$ cat src/rtl/sdram_arb_pkg.sv
// Shared types and widths for the SDRAM requester arbiter.
package sdram_arb_pkg;

   localparam int ADDR_W  = 25;
   localparam int DATA_W  = 32;
   // Widest supported requester count; index width covers ports 0..7.
   localparam int MAX_REQ = 8;
   localparam int IDX_W   = 3;

   typedef enum logic [1:0] {
      IDLE  = 2'd0,
      ISSUE = 2'd1,
      BUSY  = 2'd2,
      DONE  = 2'd3
   } arb_state_t;

   // Next round-robin start position: one past the winner, wrapping past port 0.
   function automatic logic [IDX_W-1:0] rr_next(input logic [IDX_W-1:0] win, input int n_req);
      if (win == IDX_W'(n_req - 1)) begin
         return IDX_W'(1);
      end
      return IDX_W'(win + 1'b1);
   endfunction

endpackage

$ cat src/rtl/sdram_rr_pick.sv
// Combinational winner picker: bounded priority for port 0, cyclic scan over ports 1..N_REQ-1.
module sdram_rr_pick
   import sdram_arb_pkg::*;
#(
   parameter int N_REQ  = 3,
   parameter int MAX_P0 = 4,
   parameter int CNT_W  = $clog2(MAX_P0 + 1)
) (
   input  logic [N_REQ-1:0] req_i,
   input  logic [IDX_W-1:0] rr_ptr_i,
   input  logic [CNT_W-1:0] p0_cnt_i,
   output logic [IDX_W-1:0] win_o,
   output logic             valid_o
);

   localparam logic [CNT_W-1:0] MAX_CNT = CNT_W'(MAX_P0);
   localparam int               N_RR    = N_REQ - 1;

   logic [MAX_REQ-1:0] req_ext;
   logic               others_pending;
   logic [IDX_W-1:0]   cand_idx [N_RR];
   logic [N_RR-1:0]    cand_hit;

   assign req_ext        = MAX_REQ'(req_i);
   assign others_pending = |req_i[N_REQ-1:1];

   // Candidate gi is the gi-th port visited when scanning from rr_ptr, wrapping N_REQ-1 -> 1.
   genvar gi;
   generate
      for (gi = 0; gi < N_RR; gi++) begin : g_cand
         logic [IDX_W:0] sum;
         assign sum          = {1'b0, rr_ptr_i} + (IDX_W+1)'(gi);
         assign cand_idx[gi] = (sum >= (IDX_W+1)'(N_REQ)) ? IDX_W'(sum - (IDX_W+1)'(N_RR))
                                                          : sum[IDX_W-1:0];
         assign cand_hit[gi] = req_ext[cand_idx[gi]];
      end
   endgenerate

   // Port 0 wins while under its burst budget or when nobody else waits; else first hit in scan order.
   always_comb begin
      logic hit;
      win_o   = '0;
      valid_o = 1'b0;
      hit     = 1'b0;
      if (req_i[0] && ((p0_cnt_i < MAX_CNT) || !others_pending)) begin
         valid_o = 1'b1;
      end else begin
         for (int k = 0; k < N_RR; k++) begin
            if (!hit && cand_hit[k]) begin
               hit   = 1'b1;
               win_o = cand_idx[k];
            end
         end
         valid_o = hit;
      end
   end

endmodule

$ cat src/rtl/sdram_arbiter.sv
// Multiplexes N_REQ single-word requesters onto one SDRAM master port, one transaction at a time.
module sdram_arbiter
   import sdram_arb_pkg::*;
#(
   parameter int N_REQ  = 3,
   parameter int MAX_P0 = 4
) (
   input  logic                    Clk,
   input  logic                    Reset_n,
   input  logic [N_REQ-1:0]        req,
   input  logic [N_REQ-1:0]        we,
   input  logic [N_REQ*ADDR_W-1:0] addr,
   input  logic [N_REQ*DATA_W-1:0] wdata,
   output logic [N_REQ-1:0]        ack,
   output logic [DATA_W-1:0]       rdata,
   output logic                    mem_read_req,
   output logic                    mem_write_req,
   output logic [ADDR_W-1:0]       mem_address,
   output logic [DATA_W-1:0]       mem_write_data,
   input  logic                    mem_ready,
   input  logic [DATA_W-1:0]       mem_rdata
);

   localparam int               CNT_W   = $clog2(MAX_P0 + 1);
   localparam logic [CNT_W-1:0] MAX_CNT = CNT_W'(MAX_P0);

   arb_state_t        state_q, state_d;
   logic [IDX_W-1:0]  win_q, win_d;
   logic              we_q, we_d;
   logic [ADDR_W-1:0] addr_q, addr_d;
   logic [DATA_W-1:0] wdata_q, wdata_d;
   logic [DATA_W-1:0] rdata_q, rdata_d;
   logic [N_REQ-1:0]  ack_q, ack_d;
   logic [CNT_W-1:0]  p0_cnt_q, p0_cnt_d;
   logic [IDX_W-1:0]  rr_ptr_q, rr_ptr_d;

   logic [IDX_W-1:0]  pick_win;
   logic              pick_valid;
   logic              others_pending;

   logic [MAX_REQ-1:0] we_ext;
   logic [ADDR_W-1:0]  addr_a  [MAX_REQ];
   logic [DATA_W-1:0]  wdata_a [MAX_REQ];

   assign we_ext         = MAX_REQ'(we);
   assign others_pending = |req[N_REQ-1:1];

   // Unpack the flat per-port buses so the winner can be selected by index; unused slots read 0.
   genvar gi;
   generate
      for (gi = 0; gi < MAX_REQ; gi++) begin : g_unpack
         if (gi < N_REQ) begin : g_used
            assign addr_a[gi]  = addr[gi*ADDR_W +: ADDR_W];
            assign wdata_a[gi] = wdata[gi*DATA_W +: DATA_W];
         end else begin : g_unused
            assign addr_a[gi]  = '0;
            assign wdata_a[gi] = '0;
         end
      end
   endgenerate

   sdram_rr_pick #(
      .N_REQ  (N_REQ),
      .MAX_P0 (MAX_P0),
      .CNT_W  (CNT_W)
   ) u_pick (
      .req_i    (req),
      .rr_ptr_i (rr_ptr_q),
      .p0_cnt_i (p0_cnt_q),
      .win_o    (pick_win),
      .valid_o  (pick_valid)
   );

   // Next-state decode: latch winner in IDLE, strobe in ISSUE, wait in BUSY, acknowledge in DONE.
   always_comb begin
      state_d  = state_q;
      win_d    = win_q;
      we_d     = we_q;
      addr_d   = addr_q;
      wdata_d  = wdata_q;
      rdata_d  = rdata_q;
      ack_d    = '0;
      p0_cnt_d = p0_cnt_q;
      rr_ptr_d = rr_ptr_q;
      unique case (state_q)
         IDLE: begin
            if (pick_valid) begin
               win_d   = pick_win;
               we_d    = we_ext[pick_win];
               addr_d  = addr_a[pick_win];
               wdata_d = wdata_a[pick_win];
               state_d = ISSUE;
               if (pick_win == '0) begin
                  if (others_pending && (p0_cnt_q < MAX_CNT)) begin
                     p0_cnt_d = p0_cnt_q + 1'b1;
                  end
               end else begin
                  p0_cnt_d = '0;
                  rr_ptr_d = rr_next(pick_win, N_REQ);
               end
            end
         end
         ISSUE: begin
            state_d = BUSY;
         end
         BUSY: begin
            if (mem_ready) begin
               if (!we_q) begin
                  rdata_d = mem_rdata;
               end
               for (int i = 0; i < N_REQ; i++) begin
                  ack_d[i] = (win_q == IDX_W'(i));
               end
               state_d = DONE;
            end
         end
         DONE: begin
            state_d = IDLE;
         end
         default: begin
            state_d = IDLE;
         end
      endcase
   end

   // State and datapath registers with synchronous active-low reset.
   always_ff @(posedge Clk) begin
      if (!Reset_n) begin
         state_q  <= IDLE;
         win_q    <= '0;
         we_q     <= 1'b0;
         addr_q   <= '0;
         wdata_q  <= '0;
         rdata_q  <= '0;
         ack_q    <= '0;
         p0_cnt_q <= '0;
         rr_ptr_q <= IDX_W'(1);
      end else begin
         state_q  <= state_d;
         win_q    <= win_d;
         we_q     <= we_d;
         addr_q   <= addr_d;
         wdata_q  <= wdata_d;
         rdata_q  <= rdata_d;
         ack_q    <= ack_d;
         p0_cnt_q <= p0_cnt_d;
         rr_ptr_q <= rr_ptr_d;
      end
   end

   // Strobes are the only decoded outputs; address and data stay on their latches all transaction.
   assign mem_read_req   = (state_q == ISSUE) && !we_q;
   assign mem_write_req  = (state_q == ISSUE) &&  we_q;
   assign mem_address    = addr_q;
   assign mem_write_data = wdata_q;
   assign ack            = ack_q;
   assign rdata          = rdata_q;

endmodule
$ cat config.mk
export PLATFORM = sky130hd
export DESIGN_NAME = sdram_arbiter
export DESIGN_NICKNAME = d
export VERILOG_FILES = /design/src/rtl/sdram_arb_pkg.sv /design/src/rtl/sdram_rr_pick.sv /design/src/rtl/sdram_arbiter.sv
export SDC_FILE = /design/constraint.sdc
export NUM_CORES = 1
export LEC_CHECK = 0
export ABC_CLOCK_PERIOD_IN_PS = 3900
export CAP_MARGIN = 30
export CORE_ASPECT_RATIO = 1.25
export CORE_MARGIN = 5
export CORE_UTILIZATION = 38
export CTS_BUF_LIST = sky130_fd_sc_hd__clkbuf_2
export DETAILED_ROUTE_END_ITERATION = 7
export PLACE_DENSITY = 0.85
export SLEW_MARGIN = 15
export SYNTH_ARGS = -nofsm -noshare
export SYNTH_HDL_FRONTEND = slang
export SYNTH_SLANG_ARGS = --single-unit
$ cat constraint.sdc
create_clock -name Clk -period 3.9 [get_ports Clk]
set_input_delay 0.585 -clock Clk [delete_from_list [all_inputs] [get_ports Clk]]
set_output_delay 0.585 -clock Clk [all_outputs]
set_load 0.02 [all_outputs]
## Yosys cells after proc, flatten, opt, wreduce, memory -nomap -nowiden

Index checks and enable logic that the tools add are counted.

| word-level totals | value |
|---|---|
| word-level logic and storage cells | 84 |
| input bits | 212 |
| output and inout port bits | 94 |
| flip-flop bits (word level) | 104 |

| operators by class | value |
|---|---|
| magnitude comparators | 7 |
| $add $sub $neg | 5 |
| reductions and logical operators | 19 |
| bitwise operators | 3 |
| mux-type cells | 32 |
| eq/ne operators | 9 |

Operator list:

| operator | number |
|---|---|
| binary-select mux 32 bit (select 3 bit) | 1 |
| binary-select mux 25 bit (select 3 bit) | 1 |
| 2-to-1 mux 32 bit | 2 |
| 2-to-1 mux 25 bit | 2 |
| 2-to-1 mux 3 bit | 9 |
| < comparator 3 x 4 -> 1 bit, second input constant | 3 |
| AND reduction 3 bit | 4 |
| 2-to-1 mux 1 bit | 11 |
| binary-select mux 1 bit (select 3 bit) | 3 |
| case mux 2 bit (4 select lines) | 1 |
| adder 3 x 1 -> 3 bit, second input constant | 2 |
| == test 3 x 2 -> 1 bit, second input constant | 2 |
| logical NOT 3 bit | 2 |
| subtractor 3 x 2 -> 3 bit, second input constant | 2 |
| logical AND 1 bit | 5 |
| adder 3 x 1 -> 4 bit, second input constant | 1 |
| == test 2 bit, second input constant | 2 |
| greater-or-equal comparator 4 x 2 -> 1 bit, second input constant | 1 |
| greater-or-equal comparator 4 bit, second input constant | 1 |
| 2-to-1 mux 2 bit | 2 |
| inequality test 2 bit, second input constant | 2 |
| NOT 3 -> 4 bit | 1 |
| AND reduction 2 bit | 2 |
| == test 3 x 1 -> 1 bit, second input constant | 1 |
| 9 further kinds | 12 |

## Logic depth before layout (Yosys ltp)

| logic depth | value |
|---|---|
| depth in word-level cells | 16 |
| depth in mapped cells | 12 |
| mapped depth without buffers | 9 |

## Hierarchy

Synthesis repeated with hierarchy kept, for this count alone.

| unflattened totals | value |
|---|---|
| cell total of the unflattened synthesis | 528 |
| area, all modules | 5086.1 um2 |

By module, submodules not included:

| module | cells each | area an instance (um2) | sequential area each (um2) | times used |
|---|---|---|---|---|
| sdram_arbiter | 482 | 4724.5 | 2082.0 | 1 |
| sdram_rr_pick | 46 | 361.6 | 0.0 | 1 |

## Least setup slack after synthesis

Ideal clock, no wire load.

| timing | value |
|---|---|
| path type | reg-to-reg |
| from | register rr_ptr_q[0] |
| to | register addr_q[10] (netlist: mem_address[10]) |
| cell stages (with the launch flop) | 12 |
| setup slack | 1.214 ns |
| clock period less this slack | 2.686 ns |
| data required time | 3.767 ns |
| arrival time | 2.554 ns |
| library setup time | 0.133 ns |
| path buffers | 2 |
| path through | dfxtp_1 > buf_2 > inv_1 > ha_1 > or3b_1 > a21oi_1 > nor3_1 > nor3_4 > o21ai_4 > buf_6 > a222oi_1 > a21oi_1 |

| between the ends | value |
|---|---|
| longest elaborated chain between the ends | 14 |
| elaborated cells on any way between the ends | 25 |
| classes of those cells | add/sub: 3; order compare: 2; mux: 16; bitwise: 1; reduce/logical: 3 |

Ends and longest elaborated chain:

| what | line | source |
|---|---|---|
| start, declared | sdram_arbiter.sv:35 | `logic [IDX_W-1:0] rr_ptr_q, rr_ptr_d;` |
| start signal, assigned | sdram_arbiter.sv:147 | `rr_ptr_q <= rr_ptr_d;` |
| parallel branches: the longest is 14 deep, another holds adder 3 x 1 -> 4 bit | -- |  |
| end signal, assigned | sdram_arbiter.sv:142 | `addr_q <= addr_d;` |
| end, declared | sdram_arbiter.sv:30 | `logic [ADDR_W-1:0] addr_q, addr_d;` |

Parallel ways; which one is timed is not known. The select of a mux whose other input is x is not followed.
A chain may end at the register's enable or synchronous reset.

## Worst setup path after layout

| timing | value |
|---|---|
| from | register rr_ptr_q[2] |
| to | register wdata_q[23] (netlist: mem_write_data[23]) |

| between the ends | value |
|---|---|
| longest elaborated chain between the ends | 14 |
| elaborated cells on any way between the ends | 25 |
| classes of those cells | add/sub: 3; order compare: 2; mux: 16; bitwise: 1; reduce/logical: 3 |

Ends and longest elaborated chain:

| what | line | source |
|---|---|---|
| parallel branches: the longest is 14 deep, another holds adder 3 x 1 -> 4 bit | -- |  |
| end signal, assigned | sdram_arbiter.sv:143 | `wdata_q <= wdata_d;` |
| end, declared | sdram_arbiter.sv:31 | `logic [DATA_W-1:0] wdata_q, wdata_d;` |

Parallel ways; which one is timed is not known. The select of a mux whose other input is x is not followed.

==> run_summary.xml <==
<?xml version="1.0" encoding="UTF-8"?>
<metrics>
  <group name="outcome">
    <metric name="status" unit="">completed</metric>
  </group>
  <group name="floorplan">
    <metric name="rows" unit="">45</metric>
    <metric name="num_io_pins" unit="">306</metric>
    <metric name="coreArea" unit="sq um">12200</metric>
    <metric name="die-area" unit="sq um">14800</metric>
    <metric name="floorplan.initialDensity" unit="">0.388</metric>
    <metric name="die_width" unit="um">110</metric>
    <metric name="fp.dieH" unit="um">135</metric>
  </group>
  <group name="routing">
    <metric name="drt_pass1_iterations" unit="">6</metric>
    <metric name="post-route-drc-count" unit="">0</metric>
    <metric name="antenna_violating_nets_post_route" unit="">0</metric>
    <metric name="routed_wire_length_per_instance" unit="um">19.3</metric>
    <metric name="first_iter_violations" unit="">498</metric>
    <metric name="vias_per_cell" unit="">5.70</metric>
    <metric name="detail_route.wirelength" unit="um">19100</metric>
    <metric name="number_of_vias_in_the_routed_layout" unit="">5627</metric>
  </group>
  <group name="cts">
    <metric name="tritoncts" unit="">built</metric>
    <metric name="clock-sinks" unit="">104</metric>
    <metric name="postCtsSetupBuffers" unit="">0</metric>
    <metric name="cts_made_buffers" unit="">9</metric>
    <metric name="clkSlewWorstSetupHoldPaths" unit="ns">0.32</metric>
    <metric name="cts_hold_buffers" unit="">0</metric>
    <metric name="cts_max_path_buffers" unit="">2</metric>
    <metric name="ctsResizeCount" unit="">0</metric>
    <metric name="cts.htree.levels" unit="">3</metric>
    <metric name="clock_insertion_delay_worst_skew" unit="ns">0.60</metric>
    <metric name="cts-root-buf" unit="">sky130_fd_sc_hd__clkbuf_2</metric>
  </group>
  <group name="timing">
    <metric name="tightestPinTransition" unit="ns">0.806</metric>
    <metric name="timing.final.max_slew_violations" unit="">0</metric>
    <metric name="rsz0062_at_grt" unit="">false</metric>
    <metric name="crit_path_time_final" unit="ns">3.40</metric>
    <metric name="fin_worst_skew" unit="ns">0.0492</metric>
    <metric name="finalCritPeriodShare" unit="">0.873</metric>
    <metric name="finalHoldViolCount" unit="">0</metric>
    <metric name="setup_viol_count_final" unit="">0</metric>
    <metric name="fmaxAchievable" unit="MHz">294</metric>
    <metric name="setup_total_negative_slack" unit="ns">0</metric>
    <metric name="slew_headroom" unit="">0.461</metric>
  </group>
  <group name="cells_and_area">
    <metric name="final_layout_size_suffix_gt1_frac" unit="">0.0473</metric>
    <metric name="nNetsFinal" unit="">1040</metric>
    <metric name="num_antenna_cells" unit="">0</metric>
    <metric name="multiInputGateArea" unit="sq um">2360</metric>
    <metric name="fill_cells" unit="">975</metric>
    <metric name="layout-area-overhead-vs-synth" unit="%">68.6</metric>
    <metric name="layout.area.seq" unit="sq um">2080</metric>
    <metric name="share_of_the_core_filled_with_cells" unit="">0.654</metric>
  </group>
  <group name="critical_path">
    <metric name="worstSetupStartpointType" unit="">register</metric>
    <metric name="ff2ff_path_depth" unit="">10</metric>
    <metric name="reg2reg_to" unit="">mem_write_data[23]</metric>
    <metric name="critical_path.endpoint_type" unit="">register</metric>
    <metric name="worst-path-max-fanout" unit="">26</metric>
    <metric name="critPathMaxStageDelay" unit="ns">0.70</metric>
    <metric name="worst_ep_required_time" unit="ns">4.46</metric>
    <metric name="critical_path.reg2reg.startpoint" unit="">rr_ptr_q[2]</metric>
    <metric name="worst-setup-path-type" unit="">reg -&gt; reg</metric>
    <metric name="cpMaxStageDelayCell" unit="">sky130_fd_sc_hd__a21oi_4</metric>
    <metric name="timing.critical_path.from" unit="">rr_ptr_q[2]</metric>
    <metric name="worstPathCellList" unit="">inv_1 &gt; ha_1 &gt; a211oi_4 &gt; nor3_1 &gt; o32ai_2 &gt; o2111ai_1 &gt; a21oi_4 &gt; buf_4 &gt; a222oi_1 &gt; a21oi_1</metric>
    <metric name="regToRegSetupSlack" unit="ns">0.50</metric>
    <metric name="endpoint" unit="">mem_write_data[23]</metric>
    <metric name="crit_arrival" unit="ns">3.97</metric>
  </group>
  <group name="job">
    <metric name="drv.max_cap_violation_count" unit="">0</metric>
  </group>
  <group name="logic_synthesis">
    <metric name="synth_cell_type_count" unit="">51</metric>
    <metric name="post_synth.cell_area_avg" unit="sq um">8.70</metric>
    <metric name="synth_cells" unit="">545</metric>
    <metric name="synth_warnings" unit="">0</metric>
    <metric name="synth_ff_type" unit="">sky130_fd_sc_hd__dfxtp_1</metric>
    <metric name="mappedNetlistNets" unit="">766</metric>
    <metric name="yosysSeqAreaShare" unit="">0.439</metric>
    <metric name="post_synth_instance_area" unit="sq um">4740</metric>
    <metric name="synthArstFlopShare" unit="">0</metric>
    <metric name="count_of_flip_flops_with_a_built_in_enable_after_synthesis" unit="">0</metric>
    <metric name="synth_register_bits" unit="">104</metric>
  </group>
  <group name="global_routing">
    <metric name="antenna_found_initial" unit="">1</metric>
    <metric name="first_global_vias" unit="">5625</metric>
    <metric name="pin_count_of_the_biggest_net_entering_global_routing" unit="">64</metric>
    <metric name="total_grt_usage" unit="">0.246</metric>
    <metric name="grt_overflow" unit="">0</metric>
    <metric name="global_route_wire_length_before_repair" unit="um">29000</metric>
  </group>
  <group name="power">
    <metric name="power_switching" unit="mW">2.08</metric>
    <metric name="power_frac_comb" unit="">0.575</metric>
    <metric name="power.leakage" unit="nW">2.83</metric>
    <metric name="p_per_area" unit="nW/um^2">602</metric>
    <metric name="seq_power_share" unit="">0.314</metric>
    <metric name="p_sw_frac" unit="">0.432</metric>
    <metric name="p_clk_frac" unit="">0.111</metric>
    <metric name="internal_power" unit="mW">2.73</metric>
    <metric name="worst_ir_drop_vdd" unit="mV">0.377</metric>
  </group>
  <group name="worst_hold_path">
    <metric name="hold_depth" unit="">2</metric>
    <metric name="class_of_the_tightest_hold_or_removal_check" unit="">reg -&gt; reg</metric>
    <metric name="min-delay-start" unit="">rdata[26]</metric>
  </group>
  <group name="placed_design">
    <metric name="hpwlAfterDp" unit="um">14600</metric>
    <metric name="place.port_buffers" unit="">305</metric>
    <metric name="place.gp.congestion" unit="">1.01</metric>
  </group>
</metrics>
## per-stage QoR
step                      cell area, sq um  setup WS, ns  hold slack [ns]  std cells  total power [mW]
after floorplan                       4740          1.21            0.434        545              3.20
after global placement                7850         0.494            0.441        971              4.18
after detailed placement              7870         0.329            0.446        972              4.27
after CTS                             7990         0.522            0.450        988              4.82
after global routing                  7990         0.208            0.445        988              5.13
final                                 7990         0.497            0.476        988              4.81
## synthesized netlist by cell type (2+ instances only)
master                      instances  area, sq um
sky130_fd_sc_hd__nand2b_1           2         12.5
sky130_fd_sc_hd__buf_6              8         90.1
sky130_fd_sc_hd__and2_1             3         18.8
sky130_fd_sc_hd__buf_4              3         22.5
sky130_fd_sc_hd__clkbuf_1          26         97.6
sky130_fd_sc_hd__nor3b_1            4         30.0
sky130_fd_sc_hd__or3_1              2         12.5
sky130_fd_sc_hd__o22ai_1            2         12.5
sky130_fd_sc_hd__a222oi_1          58          581
sky130_fd_sc_hd__nor2b_1            4         25.0
sky130_fd_sc_hd__nand2_1           75          282
sky130_fd_sc_hd__a22o_1             2         17.5
sky130_fd_sc_hd__o2111ai_1          2         17.5
sky130_fd_sc_hd__nand3_1            3         15.0
sky130_fd_sc_hd__inv_1              9         33.8
sky130_fd_sc_hd__o21ai_0           62          310
sky130_fd_sc_hd__nor3_1             5         25.0
sky130_fd_sc_hd__ha_1               9          113
sky130_fd_sc_hd__buf_2             16         80.1
sky130_fd_sc_hd__o211ai_1           2         15.0
sky130_fd_sc_hd__dfxtp_1          104         2080
sky130_fd_sc_hd__a31oi_1            5         31.3
sky130_fd_sc_hd__nor2_1            12         45.0
sky130_fd_sc_hd__nand4_1            2         12.5
sky130_fd_sc_hd__a21oi_1           96          480
sky130_fd_sc_hd__o21ai_1            3         15.0
sky130_fd_sc_hd__mux2i_1            2         20.0
## cell families (layout without fill, tap and decap cells)
| group | after synthesis | count (layout) | share of synthesized area |
|---|---|---|---|
| fa+ha+maj | 9 | 9 | 0.0238 |
| xor+xnor | 1 | 1 | 0.00185 |
| simple gates | 118 | 118 | 0.111 |
| mux | 3 | 3 | 0.00660 |
| flops | 104 | 104 | 0.439 |
| compound gates | 248 | 248 | 0.349 |
| buf+inv | 62 | 341 | 0.0684 |
## registers in the layout, indices dropped and copies added (netlist names)
signal and cells:
p0_cnt_q 3, win_q 3, we_q 1, state_q 2
mem_address 25, rr_ptr_q 3, mem_write_data 32, rdata 32
ack 3
## worst max-delay path: cells and delay by family, from the launching register on
kind | cells | cell delay [ns]
AO/OA/AOI/OAI | 6 | 1.89
flip-flops | 1 | 0.55
buffers and inverters | 2 | 0.52
adder cells (fa/ha/maj) | 1 | 0.29
AND/OR/NAND/NOR | 1 | 0.13
## power groups by stage
stage                     Sequential (mW)  Clock (mW)  Combinational [mW]
after global placement               1.51           0                2.67
final                                1.51       0.534                2.77
after CTS                            1.51       0.550                2.76
after detailed placement             1.52           0                2.75
after floorplan                      1.82           0                1.38
after global routing                 1.55       0.595                2.98
## worst min-delay path by stage
stage,endpoint,slack (ns)
after floorplan,ack[0],0.43
after global placement,rdata[16],0.44
after detailed placement,rdata[26],0.45
after CTS,rdata[24],0.45
after global routing,rdata[16],0.45
final,rdata[26],0.48
## final cells by class
class / instances / share of cell area
clock buffers: 9 / 0.00564
repair buffers: 316 / 0.399
inverters: 9 / 0.00423
flip-flops and latches: 104 / 0.261
well taps: 164 / 0.0257
multi-input cells: 379 / 0.295
clock inverters: 7 / 0.00971
## per-layer routing
layer	up-vias	routed length, um	track usage
met5	-	20	0
met1	2605	6660	0.263
met2	332	9740	0.440
met4	2	733	0.108
met3	62	1940	0.0751
li1	2626	-	-
## placed cells by master, fill, tap and decap left out, types with 2 or more instances in the layout
cell	Yosys	final
sky130_fd_sc_hd__clkdlybuf4s50_1	0	304
sky130_fd_sc_hd__dfxtp_1	104	104
sky130_fd_sc_hd__a21oi_1	96	95
sky130_fd_sc_hd__nand2_1	75	75
sky130_fd_sc_hd__o21ai_0	62	62
sky130_fd_sc_hd__a222oi_1	58	58
sky130_fd_sc_hd__nor2_1	12	11
sky130_fd_sc_hd__inv_1	9	9
sky130_fd_sc_hd__ha_1	9	9
sky130_fd_sc_hd__clkbuf_2	0	9
sky130_fd_sc_hd__buf_4	3	6
sky130_fd_sc_hd__nor3_1	5	5
sky130_fd_sc_hd__a31oi_1	5	5
sky130_fd_sc_hd__nor2b_1	4	4
sky130_fd_sc_hd__nor3b_1	4	4
sky130_fd_sc_hd__buf_12	0	4
sky130_fd_sc_hd__o21ai_1	3	3
sky130_fd_sc_hd__nand3_1	3	3
sky130_fd_sc_hd__inv_6	0	3
sky130_fd_sc_hd__and2_1	3	2
sky130_fd_sc_hd__a22o_1	2	2
sky130_fd_sc_hd__nand2b_1	2	2
sky130_fd_sc_hd__mux2i_1	2	2
sky130_fd_sc_hd__o211ai_1	2	2
sky130_fd_sc_hd__a21oi_4	0	2
sky130_fd_sc_hd__o2111ai_1	2	2
sky130_fd_sc_hd__o22ai_1	2	2
sky130_fd_sc_hd__or3_1	2	2
sky130_fd_sc_hd__nand4_1	2	2
sky130_fd_sc_hd__clkinv_4	0	2
No activity file was read; power rests on OpenSTA's default activity.
